--- config.mk ---
export PLATFORM = sky130hd
export DESIGN_NAME = sha_message_build_param
export DESIGN_NICKNAME = d
export VERILOG_FILES = /design/src/rtl/sha_message_build_param.sv
export SDC_FILE = /design/constraint.sdc
export NUM_CORES = 2
export LEC_CHECK = 0
export ABC_AREA = 1
export CAP_MARGIN = 30
export CORE_AREA = 4 4 421 423
export DETAILED_ROUTE_END_ITERATION = 16
export DIE_AREA = 0 0 425 427
export PLACE_DENSITY = 0.47
export SLEW_MARGIN = 20
export SYNTH_ARGS = -nofsm -noshare
export SYNTH_HDL_FRONTEND = slang
export SYNTH_SLANG_ARGS = --single-unit
--- constraint.sdc ---
create_clock -name clk -period 5.99 [get_ports clk]
set_input_delay 0.8985 -clock clk [delete_from_list [all_inputs] [get_ports clk]]
set_output_delay 0.8985 -clock clk [all_outputs]
set_load 0.05 [all_outputs]
--- src/rtl/sha_message_build_param.sv ---
// SHA-2 message padder: passes raw blocks through and appends the '1' bit, zero fill and
// big-endian length field, inserting an extra block when the pad does not fit.
module sha_message_build_param #(
  parameter int unsigned BLOCK_W = 512,
  parameter int unsigned LEN_W   = 64
) (
  input  logic               clk,
  input  logic               nrst,
  input  logic [LEN_W-1:0]   cfg_size,
  input  logic               cfg_valid,
  output logic               cfg_ready,
  input  logic [BLOCK_W-1:0] data_in,
  input  logic               data_in_last,
  input  logic               data_in_valid,
  output logic               data_in_ready,
  output logic [BLOCK_W-1:0] data_out,
  output logic               data_out_last,
  output logic               data_out_valid,
  input  logic               data_out_ready,
  output logic               err_mismatch
);

  localparam int unsigned OffW = $clog2(BLOCK_W);
  localparam int unsigned VW   = OffW + 1;

  typedef enum logic [1:0] {StCfg, StData, StExtra} state_e;

  state_e             r_state;
  logic [LEN_W-1:0]   r_len;
  logic [LEN_W-1:0]   r_blk_cnt;
  logic               r_extra_one;

  logic               w_slot_free;
  logic [OffW-1:0]    w_rem;
  logic [VW-1:0]      w_v;
  logic               w_full;
  logic               w_fits;
  logic [BLOCK_W-1:0] w_keep_mask;
  logic [BLOCK_W-1:0] w_one_bit;
  logic [BLOCK_W-1:0] w_len_blk;
  logic [BLOCK_W-1:0] w_pad_blk;
  logic [BLOCK_W-1:0] w_extra_blk;
  logic [LEN_W:0]     w_blk_ceil;
  logic [LEN_W:0]     w_exp_cnt;
  logic [LEN_W:0]     w_cnt_p1;
  logic               w_mismatch;

  assign w_slot_free   = !data_out_valid || data_out_ready;
  // Ready lines are forced low while reset is held so the reset values are visible.
  assign cfg_ready     = (r_state == StCfg) && !nrst;
  assign data_in_ready = (r_state == StData) && w_slot_free && !nrst;

  assign w_rem  = r_len[OffW-1:0];
  assign w_v    = ((w_rem == '0) && (r_len != '0)) ? VW'(BLOCK_W) : {1'b0, w_rem};
  assign w_full = (w_v == VW'(BLOCK_W));
  assign w_fits = (w_v <= VW'(BLOCK_W - 1 - LEN_W));

  // A shift by BLOCK_W yields an all-ones keep mask and no marker bit, so a full last
  // block passes through untouched and the marker moves into the extra block.
  assign w_keep_mask = ~({BLOCK_W{1'b1}} >> w_v);
  assign w_one_bit   = {1'b1, {(BLOCK_W-1){1'b0}}} >> w_v;
  assign w_len_blk   = {{(BLOCK_W-LEN_W){1'b0}}, r_len};
  assign w_pad_blk   = (data_in & w_keep_mask) | w_one_bit | (w_fits ? w_len_blk : '0);
  assign w_extra_blk = (r_extra_one ? {1'b1, {(BLOCK_W-1){1'b0}}} : '0) | w_len_blk;

  assign w_blk_ceil = (LEN_W+1)'(r_len >> OffW) + (LEN_W+1)'(w_rem != '0);
  assign w_exp_cnt  = (w_blk_ceil == '0) ? (LEN_W+1)'(1) : w_blk_ceil;
  assign w_cnt_p1   = {1'b0, r_blk_cnt} + (LEN_W+1)'(1);
  assign w_mismatch = (w_cnt_p1 != w_exp_cnt);

  always_ff @(posedge clk) begin
    if (nrst) begin
      r_state        <= StCfg;
      r_len          <= '0;
      r_blk_cnt      <= '0;
      r_extra_one    <= 1'b0;
      data_out       <= '0;
      data_out_last  <= 1'b0;
      data_out_valid <= 1'b0;
      err_mismatch   <= 1'b0;
    end else begin
      err_mismatch <= 1'b0;
      if (data_out_valid && data_out_ready) begin
        data_out_valid <= 1'b0;
      end
      case (r_state)
        StCfg: begin
          if (cfg_valid) begin
            r_len     <= cfg_size;
            r_blk_cnt <= '0;
            r_state   <= StData;
          end
        end
        StData: begin
          if (data_in_valid && w_slot_free) begin
            data_out_valid <= 1'b1;
            if (!data_in_last) begin
              data_out      <= data_in;
              data_out_last <= 1'b0;
              if (r_blk_cnt != '1) begin
                r_blk_cnt <= r_blk_cnt + 1'b1;
              end
            end else begin
              data_out      <= w_pad_blk;
              data_out_last <= w_fits;
              err_mismatch  <= w_mismatch;
              r_extra_one   <= w_full;
              r_state       <= w_fits ? StCfg : StExtra;
            end
          end
        end
        StExtra: begin
          if (w_slot_free) begin
            data_out       <= w_extra_blk;
            data_out_last  <= 1'b1;
            data_out_valid <= 1'b1;
            r_state        <= StCfg;
          end
        end
        default: r_state <= StCfg;
      endcase
    end
  end

endmodule

## Word-level counts from Yosys, hierarchy flattened

Cells that the tools add are included.

- Flip-flop bits (word level): 646
- Latch bits: 0
- Bits in writable memories: 0
- ROM bits: 0
- Input bits: 582
- Output and inout bits: 517
- Word-level logic and storage cells: 82
- Memories kept: 0

- Add/sub/neg operators: 3
- Multiply operators: 0
- Divide/modulo/power cells: 0
- Magnitude comparators: 1
- Equal/unequal tests: 11
- Shifts and indexed selects: 2
- Multiplexer cells: 27
- Bitwise logic cells: 8
- Reductions and logical operators: 22

Operators by type and width:

| operator | count |
|---|---|
| 512-bit 2-to-1 mux | 4 |
| 512-bit by 64-bit OR with 512-bit output | 2 |
| 512-bit case mux with 2 select lines | 1 |
| 512-bit by 10-bit right shift with 512-bit output, first input constant | 2 |
| 512-bit bitwise AND | 1 |
| 512-bit NOT | 1 |
| 512-bit OR | 1 |
| 64-bit 2-to-1 mux | 5 |
| 64-bit case mux with 2 select lines | 1 |
| 64-bit by 1-bit adder with 65-bit output, second input constant | 1 |
| 65-bit logical NOT | 1 |
| 65-bit by 56-bit != test with 1-bit output | 1 |
| 64-bit by 1-bit adder with 64-bit output, second input constant | 1 |
| 64-bit != test, second input constant | 1 |
| 64-bit nonzero test | 1 |
| 55-bit by 1-bit adder with 56-bit output | 1 |
| 56-bit 2-to-1 mux | 1 |
| 10-bit == test, second input constant | 1 |
| 10-bit by 9-bit less-or-equal comparator with 1-bit output, second input constant | 1 |
| 10-bit 2-to-1 mux | 1 |
| 2-bit 2-to-1 mux | 5 |
| 9-bit logical NOT | 1 |
| 9-bit nonzero test | 1 |
| 2-bit != test, second input constant | 4 |
| other kinds (17) | 34 |

## Depth between registers and ports, before layout

- Depth in word-level cells: 11
- Mapped depth: 31

## Worst setup path before layout

No wires, ideal clock.

- Path kind: input -> output
- From: input port nrst
- To: output port data_in_ready
- Arrival: 2.350 ns
- Path slack: 2.741 ns
- Stages on the path: 3
- Cell sequence: clkbuf_1 -> clkbuf_1 -> nor3_1

- Cells in the longest elaborated chain, start to end: 2

RTL lines:

| what | line | RTL |
|---|---|---|
| from (decl) | 8 | `input logic nrst,` |
| 1-bit logical NOT | 51 | `assign data_in_ready = (r_state == StData) && w_slot_free && !nrst;` |
| 1-bit logical AND | 51 |  |
| to (decl) | 15 | `output logic data_in_ready,` |

Every way passes these cells.

## Worst setup path after layout

- From: register r_len[2]
- To: register data_out[36]

- Cells in the longest elaborated chain, start to end: 11
- Elaborated cells between the ends (all ways): 15
- Classes of those cells: order compare: 1; shift: 2; mux: 5; bitwise: 4; reduce/logical: 3

RTL lines:

| what | line | RTL |
|---|---|---|
| from (decl) | 29 | `logic [LEN_W-1:0] r_len;` |
| from (signal assigned) | 89 | `r_len <= cfg_size;` |
| 64-bit nonzero test / 9-bit logical NOT (equally long branches) | 54 | `assign w_v = ((w_rem == '0) && (r_len != '0)) ? VW'(BLOCK_W) : {1'b0, w_rem};` |
| 1-bit logical AND | 54 |  |
| 10-bit 2-to-1 mux * | 54 |  |
| 512-bit by 10-bit right shift with 512-bit output | 60 | `assign w_keep_mask = ~({BLOCK_W{1'b1}} >> w_v);` |
| 512-bit NOT | 60 |  |
| 512-bit bitwise AND | 63 | `assign w_pad_blk = (data_in & w_keep_mask) \| w_one_bit \| (w_fits ? w_len_blk : '0);` |
| 512-bit OR | 63 |  |
| 512-bit by 64-bit OR with 512-bit output * | 63 |  |
| 512-bit 2-to-1 mux * | 97 | `if (!data_in_last) begin` |
| 512-bit 2-to-1 mux * | 95 | `if (data_in_valid && w_slot_free) begin` |
| 512-bit case mux with 2 select lines * | 86 | `case (r_state)` |
| to (signal assigned) | 98 | `data_out <= data_in;` |
| to (signal assigned) | 104 | `data_out <= w_pad_blk;` |
| to (signal assigned) | 114 | `data_out <= w_extra_blk;` |
| to (decl) | 16 | `output logic [BLOCK_W-1:0] data_out,` |

Mark *: on every way between the ends. The rest lies on a longest branch, timed or not. The select of a mux whose other input is x is not followed.
A chain may end at the register's enable or synchronous reset.

==> results.sh <==
export IMPL_status="finished with violations"
export IMPL_violations="slew limit"
export IMPL_relSlewSlack=-0.03888
export IMPL_grt_max_degree=193
export IMPL_design_area_sq_um=57220
export IMPL_tightest_slew_ns=1.558
export IMPL_dp_cells=9673
export IMPL_worstSetupPathType="reg2reg"
export IMPL_wl_met3_um=39480
export IMPL_irDropWorstVdd_uv=216.2
export IMPL_synth_top_cell_area_share=0.3167
export IMPL_avgRoutedWirePerCell_um=38.31
export IMPL_dieWidth_um=425
export IMPL_whs_path_depth=2
export IMPL_synth_cells=6638
export IMPL_synth_area_top_cells="dfxtp_1, nand2_1, a21oi_1"
export IMPL_cts_max_level=3
export IMPL_finalHoldWorstSlack_ns=0.4651
export IMPL_cp_max_fo=47
export IMPL_cap_violations=0
export IMPL_crit_path_end="data_out[36]"
export IMPL_post_cts_resized=0
export IMPL_initial_core_util=0.2354
export IMPL_num_vias=56480
export IMPL_core_sq_um=173400
export IMPL_drtAntennaViolNets=0
export IMPL_cts_setup_buffers=0
export IMPL_firstDrtPassIters=8
export IMPL_die_h_um=427
export IMPL_final_nets=8034
export IMPL_grt_overflow=0
export IMPL_combPwrFrac=0.372
export IMPL_place_hpwl_um=300300
export IMPL_ys_ff_latch=646
export IMPL_setup_viol_count_final=0
export IMPL_avgSynthCellArea_sq_um=6.152
export IMPL_power_density_nw_per_um2=298.6
export IMPL_first_iter_violations=8149
export IMPL_antenna_found_initial=160
export IMPL_cts_buffers=89
export IMPL_crit_start="r_len[2]"
export IMPL_crit_arrival_ns=5.41
export IMPL_layout_common_cells="nand2_1, clkdlybuf4s50_1, nor2_1"
export IMPL_syn_nets=7226
export IMPL_hold_viol_final=0
export IMPL_drive_gt1_frac=0.04511
export IMPL_rows=153
export IMPL_cts_clk_slew_worst_paths_ns=0.06
export IMPL_dp_slack_ns=1.492
export IMPL_switching_power_mw=7.524
export IMPL_highest_layer="met5"
export IMPL_slew_violations=55
export IMPL_setup_ws_ns=1.157
export IMPL_gp_congestion=1.068
export IMPL_seq_area_frac_synth=0.3167
export IMPL_netlist_area_sq_um=40830
export IMPL_fmax_mhz=206.9
export IMPL_clock_root_buffer="clkbuf_16"
export IMPL_finalSetupTns_ns=0
export IMPL_swShare=0.4404
export IMPL_m1WireLength_um=143700
export IMPL_r2r_start="r_len[2]"
export IMPL_seqPwrFrac=0.290
export IMPL_dieArea_sq_um=181500
export IMPL_area_growth_pct=40.14
export IMPL_fillers=19430
export IMPL_cts_sinks=646
export IMPL_first_global_vias=52450
export IMPL_critPathLaunchType="flip-flop"
export IMPL_wl_met2_um=167400
export IMPL_grt_pass1_wl_um=494600
export IMPL_clkPwrFrac=0.337
export IMPL_drc=0
export IMPL_finalNonFillerCells=9935
export IMPL_reg2reg_to="data_out[36]"
export IMPL_post_route_util=0.3299
export IMPL_power_leakage_nw=19.78
export IMPL_layout_commonest_cell="nand2_1"
export IMPL_synth_distinct_cells=54
export IMPL_hp_class="reg2reg"
export IMPL_port_buffers=1098
export IMPL_critPathRequiredTime_ns=6.57
export IMPL_rsz0062_at_grt="false"
export IMPL_grt_usage=0.3986
export IMPL_fin_crit_ns=4.833
export IMPL_hold_buffers=0
export IMPL_reg2reg_depth=17
export IMPL_cts_tree="done"
export IMPL_end_kind="flip-flop"
export IMPL_clock_path_buffers=3
export IMPL_postPlaceCellArea_sq_um=53840
export IMPL_fin_crit_sh=0.8069
export IMPL_internal_power_mw=9.561
export IMPL_yosys_warnings=0
export IMPL_ios=1099
export IMPL_rrSetupSlack_ns=1.16
export IMPL_yosysTopAreaCell="dfxtp_1"
export IMPL_power_mw=17.09
export IMPL_wirelength_um=380600
export IMPL_clk_latency_ns=0.77
export IMPL_clock_skew_ns=0.04498
export IMPL_vias_per_cell=5.685
[routing by layer]
metal,vias to the layer above,global-route usage
met4,62,0.2690
met5,-,0
met3,1016,0.1199
met2,3803,0.6147
li1,24040,-
met1,27560,0.4768
[critical path: stages (launching register included)]
cell	delay, ns
dfxtp_1	0.49
nor2_4	0.24
inv_2	0.11
nor2_8	0.15
inv_2	0.08
nor2_2	0.29
inv_2	0.11
nor2_2	0.13
nand4_2	0.10
o21ai_4	0.46
nand2_4	0.30
inv_2	0.17
buf_4	0.63
nand2_1	0.52
o211ai_1	0.21
o21ai_0	0.34
nand2_1	0.17
a21oi_1	0.07
[flip-flops by register name, summed over array words and instances (netlist names)]
signal / cells
data_out_valid: 1
r_state: 2
r_blk_cnt: 64
r_len: 64
data_out: 512
data_out_last: 1
r_extra_one: 1
err_mismatch: 1
[worst min-delay path by stage]
stage                        from             to  slack (ns)
finish              data_out[317]  data_out[317]        0.47
global route        data_out[275]  data_out[275]        0.48
CTS                 data_out[317]  data_out[317]        0.46
detailed placement  data_out[317]  data_out[317]        0.45
global placement    data_out[131]  data_out[131]        0.45
floorplan              r_state[0]     r_state[0]        0.46
[area by class of cell]
class                           instances  area, sq um  area share
Antenna cell                           95        237.7    0.004154
Clock buffer                          121         2540     0.04439
Clock inverter                         39        452.9    0.007915
Inverter                              464         1770     0.03094
Multi-Input combinational cell       5034        24250      0.4238
Sequential cell                       646        12940      0.2262
Tap cell                             2325         2909     0.05084
Timing Repair Buffer                 1211        12120      0.2118
[cell families after synthesis]
kind of cell               after synthesis  share of synthesized area
DFF                                    646                     0.3167
AOI/OAI and AO/OA                     1857                     0.2630
adders and majority gates                6                   0.001838
and+or+nand+nor                       3078                     0.3065
buffers and inverters                  958                    0.09198
xor gates and xnor gates                93                    0.01995
[cell usage after synthesis, drive strengths merged]
master / instances
ha: 6
a21oi: 682
nand3: 406
a21o: 6
inv: 456
o2111ai: 16
nor3: 63
xor2: 70
and2: 3
o21ai: 637
nand2: 1724
o21a: 8
xnor2: 23
clkbuf: 385
a31oi: 47
nor2: 781
clkinv: 8
a22o: 1
nor3b: 1
o211a: 2
or3: 1
a32oi: 3
nor4: 22
o31ai: 32
o22ai: 12
a221oi: 1
buf: 109
or2: 13
a22oi: 7
o221ai: 14
o311ai: 48
o211ai: 300
nand3b: 4
nand4: 60
dfxtp: 646
a2bb2oi: 34
a211oi: 5
a31o: 2
[power by group through the flow]
stage	sequential, mW	clock [mW]	combinational [mW]
2_1_floorplan	5.74	0	2.38
3_3_place_gp	5.03	0	6.14
3_5_place_dp	5.03	0	6.14
4_1_cts	4.94	5.82	6.16
5_1_grt	4.97	5.95	6.49
6_report	4.96	5.76	6.36
(Power assumes the default switching activity.)
